**src/rtl/charbuf_arb.sv**
```systemverilog
// Character-buffer RAM arbiter: one single-port RAM shared by the display
// fetch path, a full-buffer clear sequencer and two round-robin writers.
// Every request sampled at an edge becomes a registered RAM command in the
// following cycle; display reads always win, then the clear, then writers.
module charbuf_arb #(
    parameter int         DEPTH    = 4800,
    parameter int         AW       = 13,
    parameter logic [7:0] CLR_CHAR = 8'h20
) (
    input  logic          px_clk,
    input  logic          rst,
    input  logic          rd_req,
    input  logic [AW-1:0] rd_addr,
    output logic [7:0]    rd_data,
    output logic          rd_valid,
    input  logic          wr0_req,
    input  logic [AW-1:0] wr0_addr,
    input  logic [7:0]    wr0_data,
    output logic          wr0_ack,
    input  logic          wr1_req,
    input  logic [AW-1:0] wr1_addr,
    input  logic [7:0]    wr1_data,
    output logic          wr1_ack,
    input  logic          clr_start,
    output logic          clr_busy,
    output logic          ram_en,
    output logic          ram_we,
    output logic [AW-1:0] ram_addr,
    output logic [7:0]    ram_wdata,
    input  logic [7:0]    ram_rdata
);

    typedef enum logic {IDLE, CLEAR} state_t;

    state_t          state_q, state_d;
    logic [AW-1:0]   cnt_q, cnt_d;
    logic            busy_q, busy_d;
    logic            prio_q, prio_d;     // 1: writer 1 wins a tie
    logic            ack0_q, ack0_d;
    logic            ack1_q, ack1_d;
    logic            rd_valid_q, rd_valid_d;
    logic            ram_en_q, ram_en_d;
    logic            ram_we_q, ram_we_d;
    logic [AW-1:0]   ram_addr_q, ram_addr_d;
    logic [7:0]      ram_wdata_q, ram_wdata_d;

    logic            elig0, elig1, pick1;

    // A writer acked in this cycle is still holding its request; skip it once.
    assign elig0 = wr0_req & ~ack0_q;
    assign elig1 = wr1_req & ~ack1_q;
    assign pick1 = elig1 & (~elig0 | prio_q);

    // Arbitration and next-state for the clear FSM and the registered command.
    always_comb begin
        state_d     = state_q;
        cnt_d       = cnt_q;
        busy_d      = busy_q;
        prio_d      = prio_q;
        ack0_d      = 1'b0;
        ack1_d      = 1'b0;
        ram_en_d    = 1'b0;
        ram_we_d    = 1'b0;
        ram_addr_d  = ram_addr_q;
        ram_wdata_d = ram_wdata_q;
        // Read data comes back one cycle after a read command was on the bus.
        rd_valid_d  = ram_en_q & ~ram_we_q;

        if (rd_req) begin
            ram_en_d   = 1'b1;
            ram_addr_d = rd_addr;
        end else if (state_q == CLEAR) begin
            ram_en_d    = 1'b1;
            ram_we_d    = 1'b1;
            ram_addr_d  = cnt_q;
            ram_wdata_d = CLR_CHAR;
            if (cnt_q == AW'(DEPTH - 1)) begin
                state_d = IDLE;
                busy_d  = 1'b0;
            end else begin
                cnt_d = cnt_q + AW'(1);
            end
        end else if (!clr_start && (elig0 || elig1)) begin
            // The start edge of a clear grants nobody: its ack would land in a busy cycle.
            if (pick1) begin
                ack1_d = 1'b1;
                prio_d = 1'b0;
                if (32'(wr1_addr) < DEPTH) begin
                    ram_en_d    = 1'b1;
                    ram_we_d    = 1'b1;
                    ram_addr_d  = wr1_addr;
                    ram_wdata_d = wr1_data;
                end
            end else begin
                ack0_d = 1'b1;
                prio_d = 1'b1;
                if (32'(wr0_addr) < DEPTH) begin
                    ram_en_d    = 1'b1;
                    ram_we_d    = 1'b1;
                    ram_addr_d  = wr0_addr;
                    ram_wdata_d = wr0_data;
                end
            end
        end

        // A clear start is taken only from IDLE; a read on the same edge does not delay it.
        if (state_q == IDLE && clr_start) begin
            state_d = CLEAR;
            cnt_d   = '0;
            busy_d  = 1'b1;
        end
    end

    // All state and outputs registered; reset aborts any clear in progress.
    always_ff @(posedge px_clk or posedge rst) begin
        if (rst) begin
            state_q     <= IDLE;
            cnt_q       <= '0;
            busy_q      <= 1'b0;
            prio_q      <= 1'b0;
            ack0_q      <= 1'b0;
            ack1_q      <= 1'b0;
            rd_valid_q  <= 1'b0;
            ram_en_q    <= 1'b0;
            ram_we_q    <= 1'b0;
            ram_addr_q  <= '0;
            ram_wdata_q <= '0;
        end else begin
            state_q     <= state_d;
            cnt_q       <= cnt_d;
            busy_q      <= busy_d;
            prio_q      <= prio_d;
            ack0_q      <= ack0_d;
            ack1_q      <= ack1_d;
            rd_valid_q  <= rd_valid_d;
            ram_en_q    <= ram_en_d;
            ram_we_q    <= ram_we_d;
            ram_addr_q  <= ram_addr_d;
            ram_wdata_q <= ram_wdata_d;
        end
    end

    assign clr_busy  = busy_q;
    assign wr0_ack   = ack0_q;
    assign wr1_ack   = ack1_q;
    assign rd_valid  = rd_valid_q;
    assign rd_data   = rd_valid_q ? ram_rdata : 8'h00;
    assign ram_en    = ram_en_q;
    assign ram_we    = ram_we_q;
    assign ram_addr  = ram_addr_q;
    assign ram_wdata = ram_wdata_q;

endmodule

```
**config.mk**
```make
export PLATFORM = sky130hd
export DESIGN_NAME = charbuf_arb
export DESIGN_NICKNAME = d
export VERILOG_FILES = /design/src/rtl/charbuf_arb.sv
export SDC_FILE = /design/constraint.sdc
export NUM_CORES = 1
export LEC_CHECK = 0
export BUFFER_PORTS_ARGS = -buffer_cell sky130_fd_sc_hd__buf_2
export CAP_MARGIN = 5
export CORE_UTILIZATION = 50
export CTS_BUF_LIST = sky130_fd_sc_hd__clkbuf_8
export CTS_CLUSTER_DIAMETER = 200
export CTS_CLUSTER_SIZE = 14
export DETAILED_ROUTE_END_ITERATION = 6
export PLACE_DENSITY = 0.83
export SYNTH_ARGS = -nofsm -noshare
export SYNTH_HDL_FRONTEND = slang
export SYNTH_SLANG_ARGS = --single-unit
```
**constraint.sdc**
```tcl
create_clock -name px_clk -period 2 [get_ports px_clk]
set_clock_uncertainty 0.1 [all_clocks]
set_input_delay 0.4 -clock px_clk [delete_from_list [all_inputs] [get_ports px_clk]]
set_output_delay 0.4 -clock px_clk [all_outputs]
set_load 0.01 [all_outputs]
```
# Word level (Yosys, flattened, before mapping)
# Cells that the tools add are included.
# W data, S select, Z words.
[totals]
ram_bits = 0
mem_bits_ro = 0
in_bits = 69
elab_cells = 84
regBits = 42
latch_bits = 0
n_memories = 0
out_inout_bits = 35
[op_classes]
bitwise_logic = 11
addsub = 1
shifts = 0
n_reduce_logical = 15
n_eq_ne = 5
order_cmp = 2
div = 0
n_mul = 0
muxes = 39
[ops]
columns = ["op", "n"]
rows = [
  ["$mux W13", 10],
  ["$mux W8", 6],
  ["$lt A13 B13 Y1 const B", 2],
  ["$mux W1", 23],
  ["$add A13 B1 Y13 const B", 1],
  ["$eq A13 B13 Y1 const B", 1],
  ["$reduce_and A3 Y1", 4],
  ["$not A1 Y1", 6],
  ["$reduce_bool A2 Y1", 3],
  ["$reduce_bool A3 Y1", 2],
  ["$and A1 B1 Y1", 4],
  ["$ne A2 B1 Y1 const B", 2],
  ["$ne A4 B3 Y1 const B", 1],
  ["$reduce_and A4 Y1", 1],
  ["$reduce_bool A4 Y1", 1],
  ["$ne A3 B2 Y1 const B", 1],
  ["$logic_and A1 B1 Y1", 2],
  ["$logic_not A1 Y1", 1],
  ["$logic_or A1 B1 Y1", 1],
  ["$or A1 B1 Y1", 1],
]

# Logic depth before layout (Yosys ltp)
# Gate-level depths: netlist (run 1).
[depth]
ltp_word = 9
mapped_depth = 7
ltp_nobuf = 6

# Worst setup path before layout (run 1)
# OpenSTA, ideal clock, no wires.
[synth_timing]
path_type = "input to register"
start = "input wr1_addr[8]"
end = "register ram_wdata_q[5], in the netlist ram_wdata[5]"
t_required_ns = 1.774
n_path_buf = 0
stages = 5
setup_ns = 0.126
arrival_ns = 1.516
slack_ns = 0.258
cell_sequence = "a211o_1 o21ai_1 o221ai_4 and2_0 o32a_1"
[synth_between]
elab_chain_cells = 3
[synth_rtl]
columns = ["item", "line_no", "source"]
rows = [
  ["start, declared", "21", "input logic [AW-1:0] wr1_addr,"],
  ["$lt A13 B13 Y1", "88", "if (32'(wr1_addr) < DEPTH) begin"],
  ["$ne A3 B2 Y1 (no line)", "--", ""],
  ["$reduce_and A4 Y1 (no line)", "--", ""],
  ["end signal, assigned", "139", "ram_wdata_q <= ram_wdata_d;"],
  ["end, declared", "45", "logic [7:0] ram_wdata_q, ram_wdata_d;"],
]
# Every way passes these cells.
# A chain may end at the register's enable or synchronous reset.

# Worst setup path in the final report (run 1)
[layout_timing]
start = "register ack0_q, in the netlist wr0_ack"
end = "register ram_addr_q[10], in the netlist ram_addr[10]"
[layout_between]
elab_chain_cells = 9
elab_cells_between_ends = 15
classes_between = "eq/ne: 1; mux: 4; bitwise: 5; reduce/logical: 5"
[layout_rtl]
columns = ["item", "line_no", "source"]
rows = [
  ["start, declared", "39", "logic ack0_q, ack0_d;"],
  ["start signal, assigned", "133", "ack0_q <= ack0_d;"],
  ["$not A1 Y1 (*)", "50", "assign elig0 = wr0_req & ~ack0_q;"],
  ["$and A1 B1 Y1 (*)", "50", ""],
  ["$not A1 Y1", "52", "assign pick1 = elig1 & (~elig0 | prio_q);"],
  ["$or A1 B1 Y1", "52", ""],
  ["$and A1 B1 Y1", "52", ""],
  ["$mux W13", "85", "if (pick1) begin"],
  ["$mux W13", "83", "end else if (!clr_start && (elig0 || elig1)) begin"],
  ["$mux W13", "72", "end else if (state_q == CLEAR) begin"],
  ["$mux W13", "69", "if (rd_req) begin"],
  ["end signal, assigned", "138", "ram_addr_q <= ram_addr_d;"],
  ["end, declared", "44", "logic [AW-1:0] ram_addr_q, ram_addr_d;"],
]
# Every way passes the cells marked *; elsewhere a longest branch is shown, timed or not. The select of a mux whose other input is x is not followed.

==> results by group, run 1 <==
Outcome
  • Run status: finished clean

Power and ir drop
  • Total power per unit cell area: 801.3 nW/um2
  • Post-layout power: 0.002619 W
  • Leakage component of the power: 1.615 nW
  • Peak supply drop: 572.6 uV

Synthesis
  • Post-Synthesis Mean Instance Area: 9.906 um2
  • Number of warnings issued by yosys: 0
  • Number of enable-type register cells in the synthesized netlist: 0
  • Count of state elements after synthesis: 42
  • Commonest register cell after synthesis: sky130_fd_sc_hd__dfrtp_1
  • Number of instances in the synthesized netlist: 254
  • Synth Net Count: 324
  • Post-synthesis sequential area ratio: 41.77%
  • Combined area of all synthesized cells: 2516 um2
  • FFs w/ async S/R, synth: 100.0%
  • Count of distinct cell types in the synthesized netlist: 54

Drt
  • Routed length per placed instance: 15.06 um
  • Via density per instance: 5.448
  • Post-DRT Antenna Nets: 0
  • Post-detailed-route DRC marker count: 0
  • First-pass iteration count of the detailed router: 4
  • Routed wire length: 6.552 mm
  • Total vias in the final route: 2370
  • First DRT Iteration DRCs: 121

STA
  • Max_slew headroom: 65.00%
  • Highest clock rate: 516.0 MHz
  • Number of hold violations in the final report: 0
  • Fraction of the cycle the final worst path needs: 96.90%
  • Final Critical Period: 1.938 ns
  • Unrepaired setup endpoints after global routing: yes
  • Number of endpoints failing setup at the final stage: 0
  • Final number of max-transition violations: 0
  • Worst Tran Pin Value: 0.5251 ns
  • Final worst slack: 0.06200 ns
  • Worst hold slack: 0.1108 ns

Global route
  • Initial antenna violation count: 0
  • Total congestion overflow after global routing: 0
  • Total global routing track utilization: 25.76%
  • First-pass GRT wire length: 10.47 mm
  • Pin count of the biggest net entering global routing: 43
  • Vias in the first global route: 2274

Cells and area
  • Share of cells above drive strength 1: 42.12%
  • Post-synthesis to final-layout area growth: 29.89%
  • Total inserted antenna cells: 0
  • Area of combinational cells with multiple inputs: 1364 um2
  • Post-layout utilization of the core: 68.29%
  • # fillers: 385
  • Sequential standard cell area: 1051 um2
  • Final net count: 437

Die
  • Die ar.: 5320 um2
  • Core box area: 4786 um2
  • Effective utilization at floorplan: 52.58%
  • Die X: 72.94 um
  • Total I/O pin count: 104
  • Standard-cell rows: 25
  • Overall die height: 72.94 um

CTS
  • Depth of the CTS H-tree: 2
  • Clock-pin slew reported for the worst setup and hold paths after clock tree synthesis: 0.09 ns
  • Hold buffer count at CTS: 0
  • TritonCTS clock tree: done
  • Number of sinks handled by clock tree synthesis: 42
  • Total CTS buffers: 5
  • Largest buffer count on any clock path: 2
  • Cell at the root of the clock tree: sky130_fd_sc_hd__clkbuf_8
  • Latest clock arrival within the worst-skew pair: 0.30 ns

Place
  • Placed wire-length estimate: 4.884 mm
  • Final RePlAce weighted congestion: 0.8241
  • Placement Setup Slack: -0.02388 ns
  • Port Buffers: 103

Setup path
  • Critical R2R Capture: ram_addr[10]$_DFFE_PP0P_
  • Worst endpoint required time: 2.09 ns
  • Launching element type of the critical path: flop
  • Reg2Reg Launch Point: wr0_ack$_DFF_PP0_
  • Depth of the worst register-to-register path: 6
  • Maximum fanout count along the critical path: 9
  • Kind of critical path: reg2reg
  • Sort of element at the end of the critical path: flop
  • Data arrival time of the critical path: 2.02 ns
  • Internal reg-to-reg setup slack: 0.06 ns

Hold path
  • Worst min-delay path class: in2async

Flow run
  • Maximum capacitance violations: 0
==> through the flow <==
| stage | instance area (um2) | cells | setup TNS [ns] |
|---|---|---|---|
| after floorplan | 2516 | 254 | 0 |
| after global placement | 3158 | 425 | 0 |
| after detailed placement | 3158 | 425 | -0.1072 |
| after CTS | 3253 | 433 | 0 |
| after global routing | 3268 | 435 | -0.05263 |
| final | 3268 | 435 | 0 |
==> worst max-delay path, stage by stage (launching register included) <==
cell	delay, ns
sky130_fd_sc_hd__dfrtp_1	0.40
sky130_fd_sc_hd__nor3b_2	0.24
sky130_fd_sc_hd__o21ai_1	0.15
sky130_fd_sc_hd__o221ai_4	0.32
sky130_fd_sc_hd__buf_4	0.27
sky130_fd_sc_hd__mux2i_1	0.25
sky130_fd_sc_hd__a21oi_1	0.10
==> cells in the mapped netlist, drive strengths merged, types with 2 or more instances <==
master | instances | area share [%]
dfrtp | 42 | 42
a21oi | 33 | 7.0
nand2 | 26 | 3.9
mux2i | 20 | 8.0
nor2 | 14 | 2.4
mux2 | 12 | 5.4
and2 | 10 | 2.5
o21a | 9 | 2.7
o21ai | 9 | 1.8
nand3 | 8 | 1.6
clkbuf | 7 | 1.0
o311ai | 7 | 2.4
buf | 6 | 2.0
inv | 6 | 0.90
or3 | 4 | 0.99
xor2 | 4 | 1.4
nand4 | 3 | 0.99
a211oi | 2 | 0.99
and4 | 2 | 0.75
nand2b | 2 | 0.80
o22ai | 2 | 0.50
o31ai | 2 | 0.60
or2 | 2 | 0.50
or4 | 2 | 0.60
==> layout by cell type (no fill, tap or decap), types with 2 or more instances in the layout <==
| cell | n |
|---|---|
| sky130_fd_sc_hd__nand2_1 | 26 |
| sky130_fd_sc_hd__nand3_1 | 8 |
| sky130_fd_sc_hd__mux2i_1 | 20 |
| sky130_fd_sc_hd__clkbuf_8 | 6 |
| sky130_fd_sc_hd__nor2_1 | 12 |
| sky130_fd_sc_hd__o31ai_1 | 2 |
| sky130_fd_sc_hd__o21a_1 | 9 |
| sky130_fd_sc_hd__buf_2 | 103 |
| sky130_fd_sc_hd__xor2_1 | 4 |
| sky130_fd_sc_hd__and2_1 | 9 |
| sky130_fd_sc_hd__inv_1 | 6 |
| sky130_fd_sc_hd__a21oi_1 | 32 |
| sky130_fd_sc_hd__mux2_2 | 12 |
| sky130_fd_sc_hd__or3_1 | 4 |
| sky130_fd_sc_hd__nand4_1 | 2 |
| sky130_fd_sc_hd__buf_4 | 15 |
| sky130_fd_sc_hd__o21ai_1 | 2 |
| sky130_fd_sc_hd__or4_1 | 2 |
| sky130_fd_sc_hd__o21ai_0 | 7 |
| sky130_fd_sc_hd__a211oi_2 | 2 |
| sky130_fd_sc_hd__o22ai_1 | 2 |
| sky130_fd_sc_hd__dfrtp_1 | 42 |
| sky130_fd_sc_hd__o311ai_1 | 7 |
==> flip-flops by register name, summed over array words and instances (netlist names) <==
register and count:
ram_wdata 8, wr0_ack 1, rd_valid 1, prio_q 1
ram_we 1, ram_addr 13, wr1_ack 1, cnt_q 13
state_q 1, clr_busy 1, ram_en 1
==> logic make-up (layout without fill, tap and decap cells) <==
family / after synthesis / count (layout) / synth area share, %
AOI/OAI and AO/OA: 73 / 73 / 19.74
xor gates and xnor gates: 5 / 5 / 1.740
adders and majority gates: 1 / 1 / 0.4972
buffers and inverters: 20 / 134 / 4.127
DFF: 42 / 42 / 41.77
muxes: 32 / 32 / 13.33
and+or+nand+nor: 81 / 81 / 18.80
==> layer usage <==
layer	part of all wire (%)	global-route usage [%]
met5	0	0
met4	1.6	8.715
met3	4.4	3.315
met2	50	43.20
met1	44	34.59
==> how the worst max path moves through the flow <==
| stage | startpoint | endpoint | slack (ns) |
|---|---|---|---|
| finish | wr0_ack$_DFF_PP0_ | ram_addr[10]$_DFFE_PP0P_ | 0.06 |
| global route | wr0_ack$_DFF_PP0_ | ram_addr[10]$_DFFE_PP0P_ | -0.03 |
| global placement | wr1_addr[8] | ram_wdata[5]$_DFFE_PP0P_ | 0.06 |
| CTS | wr0_ack$_DFF_PP0_ | ram_addr[0]$_DFFE_PP0P_ | 0.09 |
| floorplan | wr1_addr[8] | ram_wdata[5]$_DFFE_PP0P_ | 0.26 |
| detailed placement | wr0_req | ram_addr[0]$_DFFE_PP0P_ | -0.02 |
==> report_power, final <==
group	switching, W	total, W	internal (W)
sequential	0.000123	0.00111	0.000988
clock	0.000312	0.000590	0.000278
combinational	0.000489	0.000918	0.000429
total	0.000924	0.00262	0.00169
==> timing repair <==
item | CTS | global route
buffers inserted | 0 | 2
endpoints found under the setup margin | 0 | 4
gates resized for setup | 0 | 0
==> layout make-up <==
type / instances / share of cell area [%]
clock buffers: 6 / 2.527
clock inverters: 2 / 0.3828
multi-input cells: 192 / 41.73
flip-flops and latches: 42 / 32.16
inverters: 7 / 0.8040
repair buffers: 119 / 19.83
well taps: 67 / 2.565
Power figures use the tool's default switching activity.
==> run 2, diff against run 1 <==
--- a/config.mk
+++ b/config.mk
@@ -7,12 +7,12 @@
 export LEC_CHECK = 0
 export BUFFER_PORTS_ARGS = -buffer_cell sky130_fd_sc_hd__buf_2
 export CAP_MARGIN = 5
-export CORE_UTILIZATION = 50
+export CORE_UTILIZATION = 45
 export CTS_BUF_LIST = sky130_fd_sc_hd__clkbuf_8
 export CTS_CLUSTER_DIAMETER = 200
 export CTS_CLUSTER_SIZE = 14
 export DETAILED_ROUTE_END_ITERATION = 6
-export PLACE_DENSITY = 0.83
+export PLACE_DENSITY = 0.76
 export SYNTH_ARGS = -nofsm -noshare
 export SYNTH_HDL_FRONTEND = slang
 export SYNTH_SLANG_ARGS = --single-unit
==> run 2 against run 1 <==
Sequential power about the same. Flip-flop and latch count unchanged. Highest routed layer unchanged. Die area increased by 11%. Design area increased by 1.1%. Critical path type unchanged. Clock power increased by 34%. Core utilization decreased by 5.2 points. Fmax increased by 1.6%. Register-to-register slack improved by 0.03 ns. Sequential share of layout area decreased by 0.35 points. Global-route usage decreased by 4.0 points. Worst hold slack got worse by 0.089 ns. Worst setup slack improved by 0.030 ns.
==> results by group, run 2 (synthesized netlist as in run 1, its figures left out) <==
Power and ir drop
  • Leakage component of the power: 1.634 nW
  • Peak supply drop: 496.7 uV
  • Post-layout power: 0.002778 W
  • Total power per unit cell area: 840.6 nW/um2

Setup path
  • Worst endpoint required time: 2.12 ns
  • Max stage delay cell, worst path: sky130_fd_sc_hd__or4_1
  • Maximum fanout count along the critical path: 16
  • Depth of the worst register-to-register path: 6
  • Slowest cell delay on critical path: 0.48 ns
  • Ordered cell list for the critical path: ha_1, nand2_2, nand4b_4, a21oi_4, or4_1, a21oi_1
  • Reg2Reg Launch Point: cnt_q[0]$_DFFE_PP0P_
  • Logic depth of the worst setup path including buffers: 6
  • Critical path buffer and inverter count: 0
  • Sort of element at the end of the critical path: flop
  • Kind of critical path: reg2reg
  • Launching element type of the critical path: flop
  • Data arrival time of the critical path: 2.03 ns
  • Internal reg-to-reg setup slack: 0.09 ns
  • Critical R2R Capture: cnt_q[12]$_DFFE_PP0P_
  • Family of cells with the greatest summed delay on the critical path: simple AND/OR/NAND/NOR gates

CTS
  • TritonCTS clock tree: done
  • Hold buffer count at CTS: 0
  • Number of sinks handled by clock tree synthesis: 42
  • Latest clock arrival within the worst-skew pair: 0.29 ns
  • Total CTS buffers: 5
  • Cell at the root of the clock tree: sky130_fd_sc_hd__clkbuf_8
  • Depth of the CTS H-tree: 2
  • Largest buffer count on any clock path: 2
  • Clock-pin slew reported for the worst setup and hold paths after clock tree synthesis: 0.08 ns

Die
  • Die ar.: 5894 um2
  • Die X: 76.78 um
  • Effective utilization at floorplan: 48.04%
  • Total I/O pin count: 104
  • Core box area: 5238 um2
  • Standard-cell rows: 26
  • Overall die height: 76.78 um

Cells and area
  • Final net count: 432
  • Area of combinational cells with multiple inputs: 1375 um2
  • Commonest non-fill, non-tap cell in the layout: sky130_fd_sc_hd__buf_2
  • # fillers: 456
  • Post-synthesis to final-layout area growth: 31.33%
  • Share of cells above drive strength 1: 41.60%
  • Most used cells in the layout excluding fill and tap cells: sky130_fd_sc_hd__buf_2, sky130_fd_sc_hd__dfrtp_1, sky130_fd_sc_hd__a21oi_1, sky130_fd_sc_hd__nand2_1, sky130_fd_sc_hd__mux2i_1
  • Sequential standard cell area: 1051 um2
  • Finished Cell Area: 3304 um2
  • Total inserted antenna cells: 0

STA
  • Max_slew headroom: 53.48%
  • Final number of max-transition violations: 0
  • Fraction of the cycle the final worst path needs: 95.40%
  • Number of endpoints failing setup at the final stage: 0
  • Number of hold violations in the final report: 0
  • Highest clock rate: 524.1 MHz
  • Worst Tran Pin Value: 0.6935 ns
  • Unrepaired setup endpoints after global routing: yes
  • Final Critical Period: 1.908 ns

Global route
  • Pin count of the biggest net entering global routing: 26
  • Vias in the first global route: 2328
  • Total global routing track utilization: 21.74%
  • Total congestion overflow after global routing: 0
  • Initial antenna violation count: 0
  • First-pass GRT wire length: 10.38 mm

Place
  • Final RePlAce weighted congestion: 0.8203
  • Placed wire-length estimate: 4.781 mm
  • Port Buffers: 103
  • DP Area: 3152 um2

Drt
  • Total vias in the final route: 2334
  • Routed wire length: 6.338 mm
  • Via density per instance: 5.390
  • Post-detailed-route DRC marker count: 0
  • First DRT Iteration DRCs: 129
  • Post-DRT Antenna Nets: 0
  • First-pass iteration count of the detailed router: 4
  • Routed length per placed instance: 14.64 um

Hold path
  • Worst min-delay path class: in2async

Flow run
  • Maximum capacitance violations: 0

Outcome
  • Run status: finished clean
==> run 2: worst max path at each step <==
| stage | from | end | slack [ns] |
|---|---|---|---|
| after floorplan | wr1_addr[8] | ram_wdata[5]$_DFFE_PP0P_ | 0.26 |
| after global placement | wr1_addr[8] | ram_wdata[5]$_DFFE_PP0P_ | 0.06 |
| after detailed placement | wr0_req | ram_addr[7]$_DFFE_PP0P_ | 0.005 |
| after CTS | cnt_q[0]$_DFFE_PP0P_ | cnt_q[12]$_DFFE_PP0P_ | 0.05 |
| after global routing | wr0_ack$_DFF_PP0_ | ram_addr[7]$_DFFE_PP0P_ | -0.01 |
| final | cnt_q[0]$_DFFE_PP0P_ | cnt_q[12]$_DFFE_PP0P_ | 0.09 |
==> run 2: worst register-to-register path: cells and delay by family, from the launching register on <==
family	cells	cell delay, ns
simple gates	3	0.80
flops	1	0.42
compound gates	2	0.27
fa+ha+maj	1	0.26
==> run 2: area by class of cell <==
class	count	area share, %
Timing Repair Buffer	114	18.97
Multi-Input combinational cell	192	41.61
Clock buffer	5	2.083
Clock inverter	3	2.083
Tap cell	70	2.651
Sequential cell	42	31.81
Inverter	7	0.7952
==> run 2: layer usage <==
metal	vias to the layer above	track usage (%)	wire length [um]
li1	1147	-	-
met1	1116	28.29	2857
met2	65	37.59	3145
met3	6	3.214	275
met4	0	5.577	59
met5	-	0	0
==> run 2: timing repair <==
| action | CTS | global route |
|---|---|---|
| buffers inserted | 0 | 0 |
| gates resized for setup | 0 | 3 |
| setup endpoints to repair | 0 | 6 |
==> run 2: power by group <==
part	leakage, nW	switching (W)	internal [W]	total (W)
Clock	0.0683	0.000291	0.000500	0.000791
Sequential	0.534	0.000126	0.000988	0.00111
Combinational	1.03	0.000469	0.000404	0.000872
Total	1.63	0.000886	0.00189	0.00278
==> run 2: stage by stage <==
stage               hold WS (ns)  setup TNS (ns)  worst slack [ns]  instances  util (%)
global placement          0.3034               0           0.06488        425     60.18
detailed placement        0.3244               0          0.005436        425     60.18
finish                   0.02201               0           0.09203        433     63.09
global route             0.05402        -0.01237          -0.01237        433     63.09
CTS                      0.03267               0           0.05306        433     62.80
floorplan                 0.3676               0            0.2577        254         -
==> run 3, diff against run 2 <==
--- a/config.mk
+++ b/config.mk
@@ -5,6 +5,7 @@
 export SDC_FILE = /design/constraint.sdc
 export NUM_CORES = 1
 export LEC_CHECK = 0
+export ABC_AREA = 1
 export BUFFER_PORTS_ARGS = -buffer_cell sky130_fd_sc_hd__buf_2
 export CAP_MARGIN = 5
 export CORE_UTILIZATION = 45
@@ -12,7 +13,7 @@
 export CTS_CLUSTER_DIAMETER = 200
 export CTS_CLUSTER_SIZE = 14
 export DETAILED_ROUTE_END_ITERATION = 6
-export PLACE_DENSITY = 0.76
+export PLACE_DENSITY = 0.75
 export SYNTH_ARGS = -nofsm -noshare
 export SYNTH_HDL_FRONTEND = slang
 export SYNTH_SLANG_ARGS = --single-unit
==> run 3 against run 2 <==
Core utilization decreased by 2.8 points. Via count increased by 22%. Largest power group unchanged. Global-route usage increased by 1.5 points. Clock power decreased by 16%. Sequential power increased by 9%. Largest cell class unchanged. Clock-buffer cell count unchanged. Routed wire length increased by 8.4%.
==> results by group, run 3 <==
STA
  • Number of endpoints failing setup at the final stage: 0
  • Final worst slack: 0.1712 ns
  • Highest clock rate: 546.8 MHz
  • Unrepaired setup endpoints after global routing: no
  • Max_slew headroom: 55.32%
  • Final number of max-transition violations: 0
  • Fraction of the cycle the final worst path needs: 91.44%
  • Worst hold slack: 0.01228 ns
  • Worst Tran Pin Value: 0.6661 ns
  • Number of hold violations in the final report: 0
  • Final Critical Period: 1.829 ns
  • Final sum of negative setup slack: 0 ns

Die
  • Die X: 79.34 um
  • Core box area: 5642 um2
  • Standard-cell rows: 27
  • Die ar.: 6294 um2
  • Overall die height: 79.34 um
  • Effective utilization at floorplan: 47.70%
  • Total I/O pin count: 104

CTS
  • Latest clock arrival within the worst-skew pair: 0.29 ns
  • Total CTS buffers: 5
  • Setup Fix Bufs, Post-CTS: 0
  • Number of gates given a new drive strength after cts: 0
  • Hold buffer count at CTS: 0
  • TritonCTS clock tree: done
  • Largest buffer count on any clock path: 2
  • Cell at the root of the clock tree: sky130_fd_sc_hd__clkbuf_8
  • Depth of the CTS H-tree: 2
  • Number of sinks handled by clock tree synthesis: 42
  • Clock-pin slew reported for the worst setup and hold paths after clock tree synthesis: 0.08 ns

Global route
  • Pin count of the biggest net entering global routing: 27
  • Total congestion overflow after global routing: 0
  • Initial antenna violation count: 0
  • Total global routing track utilization: 23.24%
  • First-pass GRT wire length: 11.47 mm
  • Vias in the first global route: 2576

Setup path
  • Reg2Reg Launch Point: cnt_q[0]$_DFFE_PP0P_
  • Ordered cell list for the critical path: ha_1, nand2_2, nor2_4, nand4_2, o21ai_4, o21ai_0
  • Critical R2R Capture: cnt_q[10]$_DFFE_PP0P_
  • Launching element type of the critical path: flop
  • Kind of critical path: reg2reg
  • Max stage delay cell, worst path: sky130_fd_sc_hd__dfrtp_1
  • Data arrival time of the critical path: 1.89 ns
  • Internal reg-to-reg setup slack: 0.17 ns
  • Depth of the worst register-to-register path: 6
  • Maximum fanout count along the critical path: 18
  • Worst endpoint required time: 2.06 ns
  • Sort of element at the end of the critical path: flop
  • Slowest cell delay on critical path: 0.43 ns

Place
  • Dpl cells: 567
  • Placed wire-length estimate: 5.239 mm
  • Port Buffers: 103
  • Final RePlAce weighted congestion: 0.8539
  • Placement Setup Slack: 0.1696 ns

Synthesis
  • Count of state elements after synthesis: 42
  • Number of enable-type register cells in the synthesized netlist: 0
  • Top cell type's share of synthesized area: 39.05%
  • Most area-hungry cell type in the Yosys netlist: sky130_fd_sc_hd__dfrtp_1
  • Count of distinct cell types in the synthesized netlist: 31
  • Number of instances in the synthesized netlist: 398
  • Number of warnings issued by yosys: 0
  • Synth Net Count: 468
  • Commonest register cell after synthesis: sky130_fd_sc_hd__dfrtp_1
  • Combined area of all synthesized cells: 2691 um2
  • Post-Synthesis Mean Instance Area: 6.762 um2
  • Top-count cell post-synth: sky130_fd_sc_hd__nand2_1
  • FFs w/ async S/R, synth: 100.0%
  • Ranking of synthesized cells by instance count: sky130_fd_sc_hd__nand2_1, sky130_fd_sc_hd__inv_1, sky130_fd_sc_hd__dfrtp_1
  • Top cells by area, synth: sky130_fd_sc_hd__dfrtp_1, sky130_fd_sc_hd__nand2_1, sky130_fd_sc_hd__inv_1, sky130_fd_sc_hd__nand3_1, sky130_fd_sc_hd__nor2_1
  • Post-synthesis sequential area ratio: 39.05%

Power and ir drop
  • Leakage component of the power: 1.958 nW
  • Peak supply drop: 556.8 uV
  • Total power per unit cell area: 838.5 nW/um2
  • Switching part of the total: 37.21%
  • Pint: 0.001792 W
  • P_sw: 0.001062 W
  • Comb pwr share: 34.3%
  • Sequential power share: 42.4%
  • Proportion of power drawn by the clock network: 23.2%

Cells and area
  • Share of cells above drive strength 1: 26.84%
  • Final net count: 572
  • Post-synthesis to final-layout area growth: 26.45%
  • Commonest non-fill, non-tap cell in the layout: sky130_fd_sc_hd__nand2_1
  • Post-layout utilization of the core: 60.32%
  • Most used cells in the layout excluding fill and tap cells: sky130_fd_sc_hd__nand2_1, sky130_fd_sc_hd__buf_2, sky130_fd_sc_hd__inv_1, sky130_fd_sc_hd__dfrtp_1
  • Total inserted antenna cells: 0
  • Final std cells w/o fill: 575

Hold path
  • Worst min-delay path class: in2async

Drt
  • First DRT Iteration DRCs: 95
  • Post-DRT Antenna Nets: 0
  • First-pass iteration count of the detailed router: 4
  • Routed wire length: 6.872 mm
  • Total vias in the final route: 2841
  • Routed length per placed instance: 11.95 um
  • Post-detailed-route DRC marker count: 0
  • Via density per instance: 4.941

Outcome
  • Run status: finished clean

Flow run
  • Maximum capacitance violations: 0
run 3: cell types whose count changed after synthesis, sizes merged, moves of 11 or more:
cell    before  now
nand2       26  162
nor2        14   30
inv          6   52
o211ai       1   12
a22oi        0   12
nand3        8   28
mux2        12    0
a21oi       33    9
mux2i       20    0
run 3: layer usage:
| layer | vias to the layer above | wire length, um | part of all wire [%] | GRT usage [%] |
|---|---|---|---|---|
| met5 | - | 0 | 0 | 0 |
| met4 | 0 | 90 | 1.3 | 6.727 |
| met3 | 8 | 351 | 5.1 | 4.138 |
| met2 | 83 | 3241 | 47 | 38.71 |
| met1 | 1281 | 3188 | 46 | 30.72 |
| li1 | 1469 | - | - | - |
run 3: cell families (layout without fill, tap and decap cells):
family / count (synthesis) / after routing / synth area share (%)
AO/OA/AOI/OAI: 53 / 53 / 12.88
XOR/XNOR: 4 / 4 / 1.302
adder cells (fa/ha/maj): 1 / 1 / 0.4648
buffers and inverters: 66 / 171 / 10.09
flip-flops: 42 / 42 / 39.05
AND/OR/NAND/NOR: 232 / 232 / 36.22
run 3: power groups by stage:
stage / clock network, W / logic, W / registers [W]
final: 0.000663 / 0.000980 / 0.00121
after global routing: 0.000725 / 0.00112 / 0.00124
after CTS: 0.000684 / 0.000986 / 0.00121
after detailed placement: 0 / 0.000979 / 0.00123
after global placement: 0 / 0.000964 / 0.00122
after floorplan: 0 / 0.000593 / 0.00124
run 3: final cells by class:
| class | instances | area, um2 |
|---|---|---|
| Multi-Input combinational cell | 290 | 1369 |
| Clock inverter | 3 | 41.29 |
| Sequential cell | 42 | 1051 |
| Fill cell | 545 | 2238 |
| Tap cell | 72 | 90.09 |
| Inverter | 52 | 195.2 |
| Clock buffer | 5 | 68.82 |
| Timing Repair Buffer | 111 | 588.1 |
run 3: how the worst max path moves through the flow:
stage,start,endpoint,slack (ns)
after CTS,cnt_q[0]$_DFFE_PP0P_,cnt_q[10]$_DFFE_PP0P_,0.16
after global placement,cnt_q[0]$_DFFE_PP0P_,cnt_q[12]$_DFFE_PP0P_,0.21
after detailed placement,cnt_q[0]$_DFFE_PP0P_,cnt_q[10]$_DFFE_PP0P_,0.17
final,cnt_q[0]$_DFFE_PP0P_,cnt_q[10]$_DFFE_PP0P_,0.17
after global routing,cnt_q[0]$_DFFE_PP0P_,cnt_q[2]$_DFFE_PP0P_,0.001
after floorplan,cnt_q[0]$_DFFE_PP0P_,state_q$_DFFE_PP0P_,0.39
run 3: metrics by stage:
step | instance area (um2) | power (W)
after floorplan | 2691 | 0.001836
after global placement | 3293 | 0.002180
after detailed placement | 3293 | 0.002207
after CTS | 3403 | 0.002880
after global routing | 3403 | 0.003086
final | 3403 | 0.002853
run 3: critical path: cells and delay by family, from the launching register on:
| kind | cells | cell delay, ns |
|---|---|---|
| compound gates | 2 | 0.54 |
| flops | 1 | 0.43 |
| simple gates | 3 | 0.37 |
| fa+ha+maj | 1 | 0.25 |
